File: src/rtl/alu_multicycle_ctrl_pkg.sv
// Shared ALU encodings and sizing for the multi-cycle MUL/DIV/POW sequencer.
package alu_multicycle_ctrl_pkg;

   localparam int ALU_W       = 32;
   localparam int POW_MAX_EXP = 8;

   typedef enum logic [2:0] {
      ADD = 3'b000,
      SUB = 3'b001,
      AND = 3'b010,
      ORR = 3'b011,
      MUL = 3'b100,
      DIV = 3'b101,
      POW = 3'b110
   } alu_op_t;

   typedef enum logic [1:0] {
      IDLE = 2'd0,
      RUN  = 2'd1,
      DONE = 2'd2
   } mc_state_t;

endpackage

File: src/rtl/alu_multicycle_ctrl_iter_mul.sv
// Radix-2 shift-add multiplier keeping the low W bits; one multiplier bit per step.
module alu_multicycle_ctrl_iter_mul #(
   parameter int W = 32
) (
   input  logic         clk_i,
   input  logic         reset_i,
   input  logic         load_i,
   input  logic         step_i,
   input  logic [W-1:0] a_i,
   input  logic [W-1:0] b_i,
   output logic [W-1:0] product_o,
   output logic         last_o
);
   import alu_multicycle_ctrl_pkg::*;

   localparam int CW = $clog2(W);

   logic [W-1:0]  mcand_q, mcand_d;
   logic [W-1:0]  mplier_q, mplier_d;
   logic [W-1:0]  acc_q, acc_d;
   logic [CW-1:0] cnt_q, cnt_d;
   logic [W-1:0]  acc_step;

   // product_o already includes the current step, so the last step's value is usable on its own edge
   assign acc_step  = acc_q + (mplier_q[0] ? mcand_q : '0);
   assign product_o = acc_step;
   assign last_o    = (cnt_q == CW'(W - 1));

   always_comb begin
      mcand_d  = mcand_q;
      mplier_d = mplier_q;
      acc_d    = acc_q;
      cnt_d    = cnt_q;
      if (load_i) begin
         mcand_d  = a_i;
         mplier_d = b_i;
         acc_d    = '0;
         cnt_d    = '0;
      end else if (step_i) begin
         mcand_d  = {mcand_q[W-2:0], 1'b0};
         mplier_d = {1'b0, mplier_q[W-1:1]};
         acc_d    = acc_step;
         cnt_d    = cnt_q + CW'(1);
      end
   end

   always_ff @(posedge clk_i or posedge reset_i) begin
      if (reset_i) begin
         mcand_q  <= '0;
         mplier_q <= '0;
         acc_q    <= '0;
         cnt_q    <= '0;
      end else begin
         mcand_q  <= mcand_d;
         mplier_q <= mplier_d;
         acc_q    <= acc_d;
         cnt_q    <= cnt_d;
      end
   end

endmodule

File: src/rtl/alu_multicycle_ctrl.sv
// Iterative sequencer for MUL / unsigned DIV / POW with start-busy-done handshake and abort.
module alu_multicycle_ctrl #(
   parameter int WIDTH       = alu_multicycle_ctrl_pkg::ALU_W,
   parameter int POW_MAX_EXP = alu_multicycle_ctrl_pkg::POW_MAX_EXP
) (
   input  logic             clk_i,
   input  logic             reset_i,
   input  logic             start_i,
   input  logic [2:0]       op_i,
   input  logic [WIDTH-1:0] a_i,
   input  logic [WIDTH-1:0] b_i,
   input  logic             abort_i,
   output logic             busy_o,
   output logic             done_o,
   output logic [WIDTH-1:0] result_o,
   output logic [3:0]       flags_o
);
   import alu_multicycle_ctrl_pkg::*;

   localparam logic [1:0] S_IDLE    = IDLE;
   localparam logic [1:0] S_RUN     = RUN;
   localparam logic [1:0] S_DONE    = DONE;
   localparam logic [3:0] EXP_MAX   = 4'(POW_MAX_EXP);
   localparam logic [4:0] ITER_LAST = 5'(WIDTH - 1);

   logic [1:0]       state_q, state_d;
   logic [2:0]       op_q, op_d;
   logic [WIDTH-1:0] base_q, base_d;
   logic [WIDTH-1:0] dvsr_q, dvsr_d;
   logic [WIDTH-1:0] quot_q, quot_d;
   logic [WIDTH-1:0] rem_q, rem_d;
   logic [4:0]       iter_q, iter_d;
   logic [3:0]       pass_q, pass_d;
   logic [WIDTH-1:0] result_q, result_d;
   logic [3:0]       flags_q, flags_d;

   logic             mul_load, mul_step, mul_last;
   logic [WIDTH-1:0] mul_a, mul_b, mul_product;

   logic [WIDTH:0]   rem_shift, rem_diff;
   logic             q_bit;
   logic             fin;
   logic [WIDTH-1:0] fin_val;
   logic [3:0]       pow_e;

   assign pow_e = b_i[3:0];

   alu_multicycle_ctrl_iter_mul #(
      .W (WIDTH)
   ) u_mul (
      .clk_i     (clk_i),
      .reset_i   (reset_i),
      .load_i    (mul_load),
      .step_i    (mul_step),
      .a_i       (mul_a),
      .b_i       (mul_b),
      .product_o (mul_product),
      .last_o    (mul_last)
   );

   always_comb begin
      state_d  = state_q;
      op_d     = op_q;
      base_d   = base_q;
      dvsr_d   = dvsr_q;
      quot_d   = quot_q;
      rem_d    = rem_q;
      iter_d   = iter_q;
      pass_d   = pass_q;
      result_d = result_q;
      flags_d  = flags_q;
      mul_load = 1'b0;
      mul_step = 1'b0;
      mul_a    = base_q;
      mul_b    = base_q;
      fin      = 1'b0;
      fin_val  = '0;

      // restoring division: shift in the next dividend bit, subtract if it fits
      rem_shift = {rem_q, quot_q[WIDTH-1]};
      rem_diff  = rem_shift - {1'b0, dvsr_q};
      q_bit     = ~rem_diff[WIDTH];

      case (state_q)
         S_IDLE: begin
            if (start_i && !abort_i) begin
               op_d   = op_i;
               base_d = a_i;
               dvsr_d = b_i;
               quot_d = a_i;
               rem_d  = '0;
               iter_d = '0;
               pass_d = 4'd1;
               case (op_i)
                  MUL: begin
                     mul_load = 1'b1;
                     mul_a    = a_i;
                     mul_b    = b_i;
                     state_d  = S_RUN;
                  end
                  DIV: begin
                     if (b_i == '0) fin = 1'b1;
                     else           state_d = S_RUN;
                  end
                  POW: begin
                     if (pow_e == 4'd0) begin
                        fin     = 1'b1;
                        fin_val = WIDTH'(1);
                     end else if (pow_e == 4'd1) begin
                        fin     = 1'b1;
                        fin_val = a_i;
                     end else if (pow_e > EXP_MAX) begin
                        fin     = 1'b1;
                        fin_val = '1;
                     end else begin
                        mul_load = 1'b1;
                        mul_a    = a_i;
                        mul_b    = a_i;
                        pass_d   = pow_e - 4'd1;
                        state_d  = S_RUN;
                     end
                  end
                  default: fin = 1'b1;
               endcase
            end
         end
         S_RUN: begin
            if (abort_i) begin
               state_d = S_IDLE;
            end else begin
               iter_d = iter_q + 5'd1;
               if (op_q == DIV) begin
                  quot_d = {quot_q[WIDTH-2:0], q_bit};
                  rem_d  = q_bit ? rem_diff[WIDTH-1:0] : rem_shift[WIDTH-1:0];
                  if (iter_q == ITER_LAST) begin
                     fin     = 1'b1;
                     fin_val = {quot_q[WIDTH-2:0], q_bit};
                  end
               end else begin
                  mul_step = 1'b1;
                  if (mul_last) begin
                     if (pass_q == 4'd1) begin
                        fin     = 1'b1;
                        fin_val = mul_product;
                     end else begin
                        // POW: chain the next acc*a pass without a gap cycle
                        pass_d   = pass_q - 4'd1;
                        mul_load = 1'b1;
                        mul_a    = mul_product;
                        mul_b    = base_q;
                     end
                  end
               end
            end
         end
         S_DONE:  state_d = S_IDLE;
         default: state_d = S_IDLE;
      endcase

      if (fin) begin
         state_d  = S_DONE;
         result_d = fin_val;
         flags_d  = {fin_val[WIDTH-1], (fin_val == '0), 2'b00};
      end
   end

   always_ff @(posedge clk_i or posedge reset_i) begin
      if (reset_i) begin
         state_q  <= S_IDLE;
         op_q     <= '0;
         base_q   <= '0;
         dvsr_q   <= '0;
         quot_q   <= '0;
         rem_q    <= '0;
         iter_q   <= '0;
         pass_q   <= '0;
         result_q <= '0;
         flags_q  <= '0;
      end else begin
         state_q  <= state_d;
         op_q     <= op_d;
         base_q   <= base_d;
         dvsr_q   <= dvsr_d;
         quot_q   <= quot_d;
         rem_q    <= rem_d;
         iter_q   <= iter_d;
         pass_q   <= pass_d;
         result_q <= result_d;
         flags_q  <= flags_d;
      end
   end

   assign busy_o   = (state_q != S_IDLE);
   assign done_o   = (state_q == S_DONE);
   assign result_o = result_q;
   assign flags_o  = flags_q;

endmodule

File: config.mk
export PLATFORM = sky130hd
export DESIGN_NAME = alu_multicycle_ctrl
export DESIGN_NICKNAME = d
export VERILOG_FILES = /design/src/rtl/alu_multicycle_ctrl_pkg.sv /design/src/rtl/alu_multicycle_ctrl_iter_mul.sv /design/src/rtl/alu_multicycle_ctrl.sv
export SDC_FILE = /design/constraint.sdc
export NUM_CORES = 1
export LEC_CHECK = 0
export CORE_ASPECT_RATIO = 2
export CORE_MARGIN = 2
export CORE_UTILIZATION = 52
export DETAILED_ROUTE_END_ITERATION = 16
export DONT_BUFFER_PORTS = 1
export GPL_ROUTABILITY_DRIVEN = 0
export GPL_TIMING_DRIVEN = 0
export PLACE_DENSITY_LB_ADDON = 0.15
export RECOVER_POWER = 50
export SLEW_MARGIN = 20
export SYNTH_ARGS = -nofsm -noshare
export SYNTH_HDL_FRONTEND = slang
export SYNTH_SLANG_ARGS = --single-unit
File: constraint.sdc
create_clock -name clk_i -period 12 [get_ports clk_i]
set_input_delay 1.2 -clock clk_i [delete_from_list [all_inputs] [get_ports clk_i]]
set_output_delay 1.2 -clock clk_i [all_outputs]
set_load 0.005 [all_outputs]
Word level (Yosys, flattened, before mapping):

Cells that the tools add are included.

* register bits after elaboration: 277
* input port bits: 71
* output and inout bits: 38
* logic and storage cells: 148

* $add $sub $neg: 6
* magnitude comparators: 1
* equality and inequality tests: 23
* mux-type cells: 89
* bitwise operators: 1
* reduce and logical (&&, ||, !) cells: 14

Operator list (count)
* $mux W32: 34
* $pmux W32 S2: 6
* $logic_not A32 Y1: 2
* $mux W4: 9
* $sub A33 B32 Y33: 1
* $add A32 B32 Y32: 1
* $mux W1: 21
* $mux W5: 4
* $ne A4 B4 Y1 const B: 4
* $mux W2: 7
* $eq A3 B3 Y1 const B: 4
* $ne A2 B2 Y1 const B: 6
* $add A5 B1 Y5 const B: 2
* $eq A5 B5 Y1 const B: 2
* $pmux W5 S2: 1
* $eq A4 B1 Y1 const B: 2
* $pmux W4 S2: 1
* $sub A4 B1 Y4 const B: 2
* $reduce_and A7 Y1: 1
* $ne A3 B3 Y1 const B: 2
* $pmux W1 S2: 3
* $pmux W2 S3: 1
* $reduce_and A6 Y1: 1
* $reduce_bool A2 Y1: 3
* 14 further kinds: 14

Depth between registers and ports, before layout:

* depth in word-level cells: 9
* gate-level depth with buffers: 16
* depth with buffers taken out: 15

Cells and area by module:

From an unflattened synthesis, not the netlist that was laid out.

* cell total of the unflattened synthesis: 2177
* area, all modules: 17959.7 sq um

By module, submodules not included
* alu_multicycle_ctrl: times used 1, cells an instance 1475, area an instance 11501.0 sq um, seq. area each 4379.2 sq um
* alu_multicycle_ctrl_iter_mul: times used 1, cells an instance 702, area an instance 6458.7 sq um, seq. area each 2527.4 sq um

Worst setup path after synthesis:

Ideal clock, no wire load.

* path type: input -> register
* start point: input port b_i[20]
* end point: register flags_q[2], in the netlist flags_o[2]
* library setup time: 0.077 ns
* data arrival time: 3.456 ns
* data required time: 11.923 ns
* slack: 8.467 ns
* cell stages on the path: 11
* buffers on the path: 0
* cells stage by stage: or4_1 -> nor4_2 -> a211oi_1 -> a211o_1 -> nor4_1 -> nand4_1 -> nor4_1 -> nand3_1 -> nor3_1 -> nand4_1 -> o21ai_1

* word-level cells in the longest chain between the ends: 5

Ends and longest elaborated chain
* start: declaration: line alu_multicycle_ctrl.sv:11 `input logic [WIDTH-1:0] b_i,`
* $logic_not A32 Y1: line alu_multicycle_ctrl.sv:102 `if (b_i == '0) fin = 1'b1;`
* $mux W1: line alu_multicycle_ctrl.sv:102
* $pmux W1 S3: line alu_multicycle_ctrl.sv:94 `case (op_i)`
* $mux W1: line alu_multicycle_ctrl.sv:86 `if (start_i && !abort_i) begin`
* $pmux W1 S2: line alu_multicycle_ctrl.sv:84 `case (state_q)`
* end signal: assignment: line alu_multicycle_ctrl.sv:189 `flags_q <= flags_d;`
* end: declaration: line alu_multicycle_ctrl.sv:35 `logic [3:0] flags_q, flags_d;`

No other way between the ends.
A chain may end at the register's enable or synchronous reset.

Final worst setup path:

* start point: input port b_i[0]
* end point: register u_mul.mplier_q[1]

* word-level cells in the longest chain between the ends: 8
* elaborated cells on any way between the ends: 17
* classes of those cells: 1 x order compare; 1 x eq/ne; 13 x mux; 2 x reduce/logical

Ends and longest elaborated chain
* $gt A4 B4 Y1: line alu_multicycle_ctrl.sv:112 `end else if (pow_e > EXP_MAX) begin`
* $mux W1 / $mux W32 (equally long branches): line alu_multicycle_ctrl.sv:112
* $mux W1 / $mux W32 (equally long branches): line alu_multicycle_ctrl.sv:109 `end else if (pow_e == 4'd1) begin`
* $mux W1 / $mux W32 (equally long branches): line alu_multicycle_ctrl.sv:106 `if (pow_e == 4'd0) begin`
* $pmux W1 S2 / $pmux W32 S2 (equally long branches): line alu_multicycle_ctrl.sv:94
* $mux W1 / $mux W32 (equally long branches): line alu_multicycle_ctrl.sv:86
* $pmux W1 S2 / $mux W32 (equally long branches)
* $mux W32 / $reduce_bool A2 Y1 (equally long branches)
* end signal: assignment: line alu_multicycle_ctrl_iter_mul.sv:55 `mplier_q <= mplier_d;`
* end: declaration: line alu_multicycle_ctrl_iter_mul.sv:19 `logic [W-1:0] mplier_q, mplier_d;`

Several ways; a longest one is shown, not always the timed one.

==> impl_metrics.json <==
{
  "initial_core_util_pct": 52.6,
  "regArea_um2": 6910,
  "avgViaCountPerCell": 6.57,
  "fin_tns_setup_ps": 0,
  "first_global_vias": 17300,
  "clockRootBuffer": "clkbuf_16",
  "cts_max_level": 1,
  "fin_nets": 2290,
  "layout_common_cells": "412 x nand2_1, 276 x dfrtp_1, 211 x nor2_1",
  "worstMarginPinSlew_ps": 3740,
  "cpMaxStageDelayCell": "clkbuf_1",
  "final_common_cell": "nand2_1",
  "avgSynthCellArea_um2": 8.14,
  "skew_ps": 47.7,
  "route.detailed.drc": 0,
  "syn_to_final_growth_pct": 9.44,
  "vias": 17100,
  "synth.top_cell.area_share_pct": 40.2,
  "core_um2": 32700,
  "postSynth.asyncResetShare_pct": 100,
  "synth-edff-count": 0,
  "setup_viol_count_final": 0,
  "routed_wl_um": 71000,
  "end_kind": "flip-flop",
  "antenna_found_initial": 6,
  "period_minus_slack_ps": 5240,
  "grt_max_degree": 105,
  "dpl.hpwl_um": 53900,
  "timing.setup.critical_path_class": "in2reg",
  "clkTransAtPathRegs_ps": 70,
  "insertion_delay_ps": 610,
  "grt_usage_pct": 41.0,
  "multiInputGateArea_um2": 9560,
  "hold-worst-slack_ps": 493,
  "violations": "max-capacitance violations, max-slew violations",
  "grt_pass1_wl_um": 105000,
  "ant_nets": 0,
  "io-pin-count": 109,
  "ys_top_cells_by_area": "dfrtp_1 40%, nand2_1 9.0%, a21oi_1 5.2%, ha_1 5.2%, o21ai_0 5.2%",
  "cts_tree": "yes",
  "drv_slew": 75,
  "die_h_um": 261,
  "synth_top_flop_cell": "dfrtp_1",
  "postCtsSetupBuffers": 0,
  "hp-class": "reg2reg",
  "cpPeakStageDelay_ps": 740,
  "start_kind": "primary input",
  "die-width_um": 133,
  "ys_ff_latch": 276,
  "syn_area_um2": 17200,
  "seq_area_frac_synth_pct": 40.2,
  "cts_buffers": 27,
  "cts_resized": 0,
  "critPathBufInv": 3,
  "num_rows": 94,
  "cp.arrival_ps": 5670,
  "clockBufferDepth": 3,
  "status": "finished with violations",
  "clock_sinks": 276,
  "firstDrtPassIters": 7,
  "ctsHoldBuffers": 0,
  "synth_cells": 2112,
  "yosysTopAreaCell": "dfrtp_1",
  "yosysUniqueCellTypes": 65,
  "crit_path_cell_trace": "inv_1 > ha_1 > nand2b_1 > and2_1 > a21o_1 > clkbuf_1 > nor2_1 > o21ai_1 > o21ai_1 > clkbuf_1 > o211ai_1 > o21ai_0 > a21oi_1",
  "drt_iter0_drc": 1837,
  "ir_worst_vdd_mv": 0.144,
  "fillers": 3136,
  "fp.dieArea_um2": 34600,
  "rsz0062_at_grt": "no",
  "maxCapViolCount": 1,
  "synth-warning-count": 0,
  "crit_required_ps": 12420,
  "grt-ovfl-total": 0,
  "p_per_area_nw_per_um2": 201,
  "maxSlewHeadroom_pct": -151,
  "path_max_fanout": 10,
  "wl_per_cell_um": 27.3,
  "leakagePower_nw": 8.47,
  "min_period_over_period_pct": 43.7,
  "cpLargestDelayFamily": "compound AO/OA/AOI/OAI gates",
  "fmax_ghz": 0.191,
  "hold_viol_final": 0,
  "drive_gt1_share_pct": 3.56,
  "io_buffers": 0
}
## registers in the layout (all words and copies together) (netlist names), 3 cells and up
register and count:
iter_q 5, base_q 32, rem_q 32, dvsr_q 32, u_mul.mcand_q 32, result_o 32, u_mul.mplier_q 32, quot_q 32
u_mul.acc_q 32, pass_q 4, op_q 3, u_mul.cnt_q 5
## cell type report
class                   count  area share, %
repair buffers              3          0.332
inverters                  62           1.24
plain buffers             129           2.72
clock buffers              35           4.12
clock inverters            13           1.18
flip-flops and latches    276           36.7
multi-input cells        1646           50.8
diodes                      3         0.0399
well taps                 432           2.87
## cells in the mapped netlist (10+ instances only)
library cell and instances:
nand2_1 412, dfrtp_1 276, nor2_1 211, a21oi_1 180
o21ai_0 179, clkbuf_1 111, ha_1 72, inv_1 62
mux2i_1 57, a31oi_1 52, xnor2_1 38, and2_1 35
a22o_1 33, o22ai_1 33, a21o_1 31, o211ai_1 28
xor2_1 24, nand3_1 23, nor3_1 23, a221oi_1 22
a211oi_1 14, nand2b_1 12, nand4_1 12, nor2b_1 12
a22oi_1 11, o21ai_1 11, a221o_1 10, a222oi_1 10
and3_1 10, nor4_1 10
## worst paths after layout
path | from | end | slack [ps] | depth (start not counted)
max | b_i[0] | u_mul.mplier_q[1] | 6760 | 13
min | iter_q[4] | iter_q[4] | 490 | 2
max reg2reg | u_mul.mplier_q[0] | flags_o[2] | 7080 | 16
min reg2reg | iter_q[4] | iter_q[4] | 490 | 2
max in group asynchronous | reset_i | u_mul.mcand_q[17] | 8700 | 1
min in group asynchronous | reset_i | result_o[16] | 1580 | 1
## where the power goes
| part | switching (mW) | internal, mW |
|---|---|---|
| Combinational | 0.907 | 0.469 |
| Clock | 0.402 | 0.583 |
| Sequential | 0.226 | 1.20 |
| Total | 1.54 | 2.25 |
## metal layers
layer	global-route usage [%]	part of all wire, %	up-vias
li1	-	-	7558
met1	37.7	30	8053
met2	69.4	47	994
met3	11.6	8.7	455
met4	44.4	14	8
met5	0	0.083	-
## kinds of logic after synthesis
group,synth area share (%)
flip-flops,40.2
AND/OR/NAND/NOR,19.5
other,0.0218
multiplexers,3.38
XOR/XNOR,3.16
buffers and inverters,4.33
AO/OA/AOI/OAI,24.0
adder cells (fa/ha/maj),5.47
## worst min-delay path: stages, from the launching register on
cell and delay, ps:
dfrtp_1 350, nand2_1 50, o21ai_0 60
## stage by stage
step	utilization, %	worst slack (ps)	area (um^2)	total power, mW	std cells
floorplan	-	3190	17200	2.27	2113
global placement	54.3	78.0	17700	2.70	2545
detailed placement	54.5	6840	17800	2.75	2548
CTS	57.6	7270	18800	3.72	2596
global route	57.6	6690	18800	3.96	2596
finish	57.6	6760	18800	3.78	2599
(Power assumes the default switching activity.)
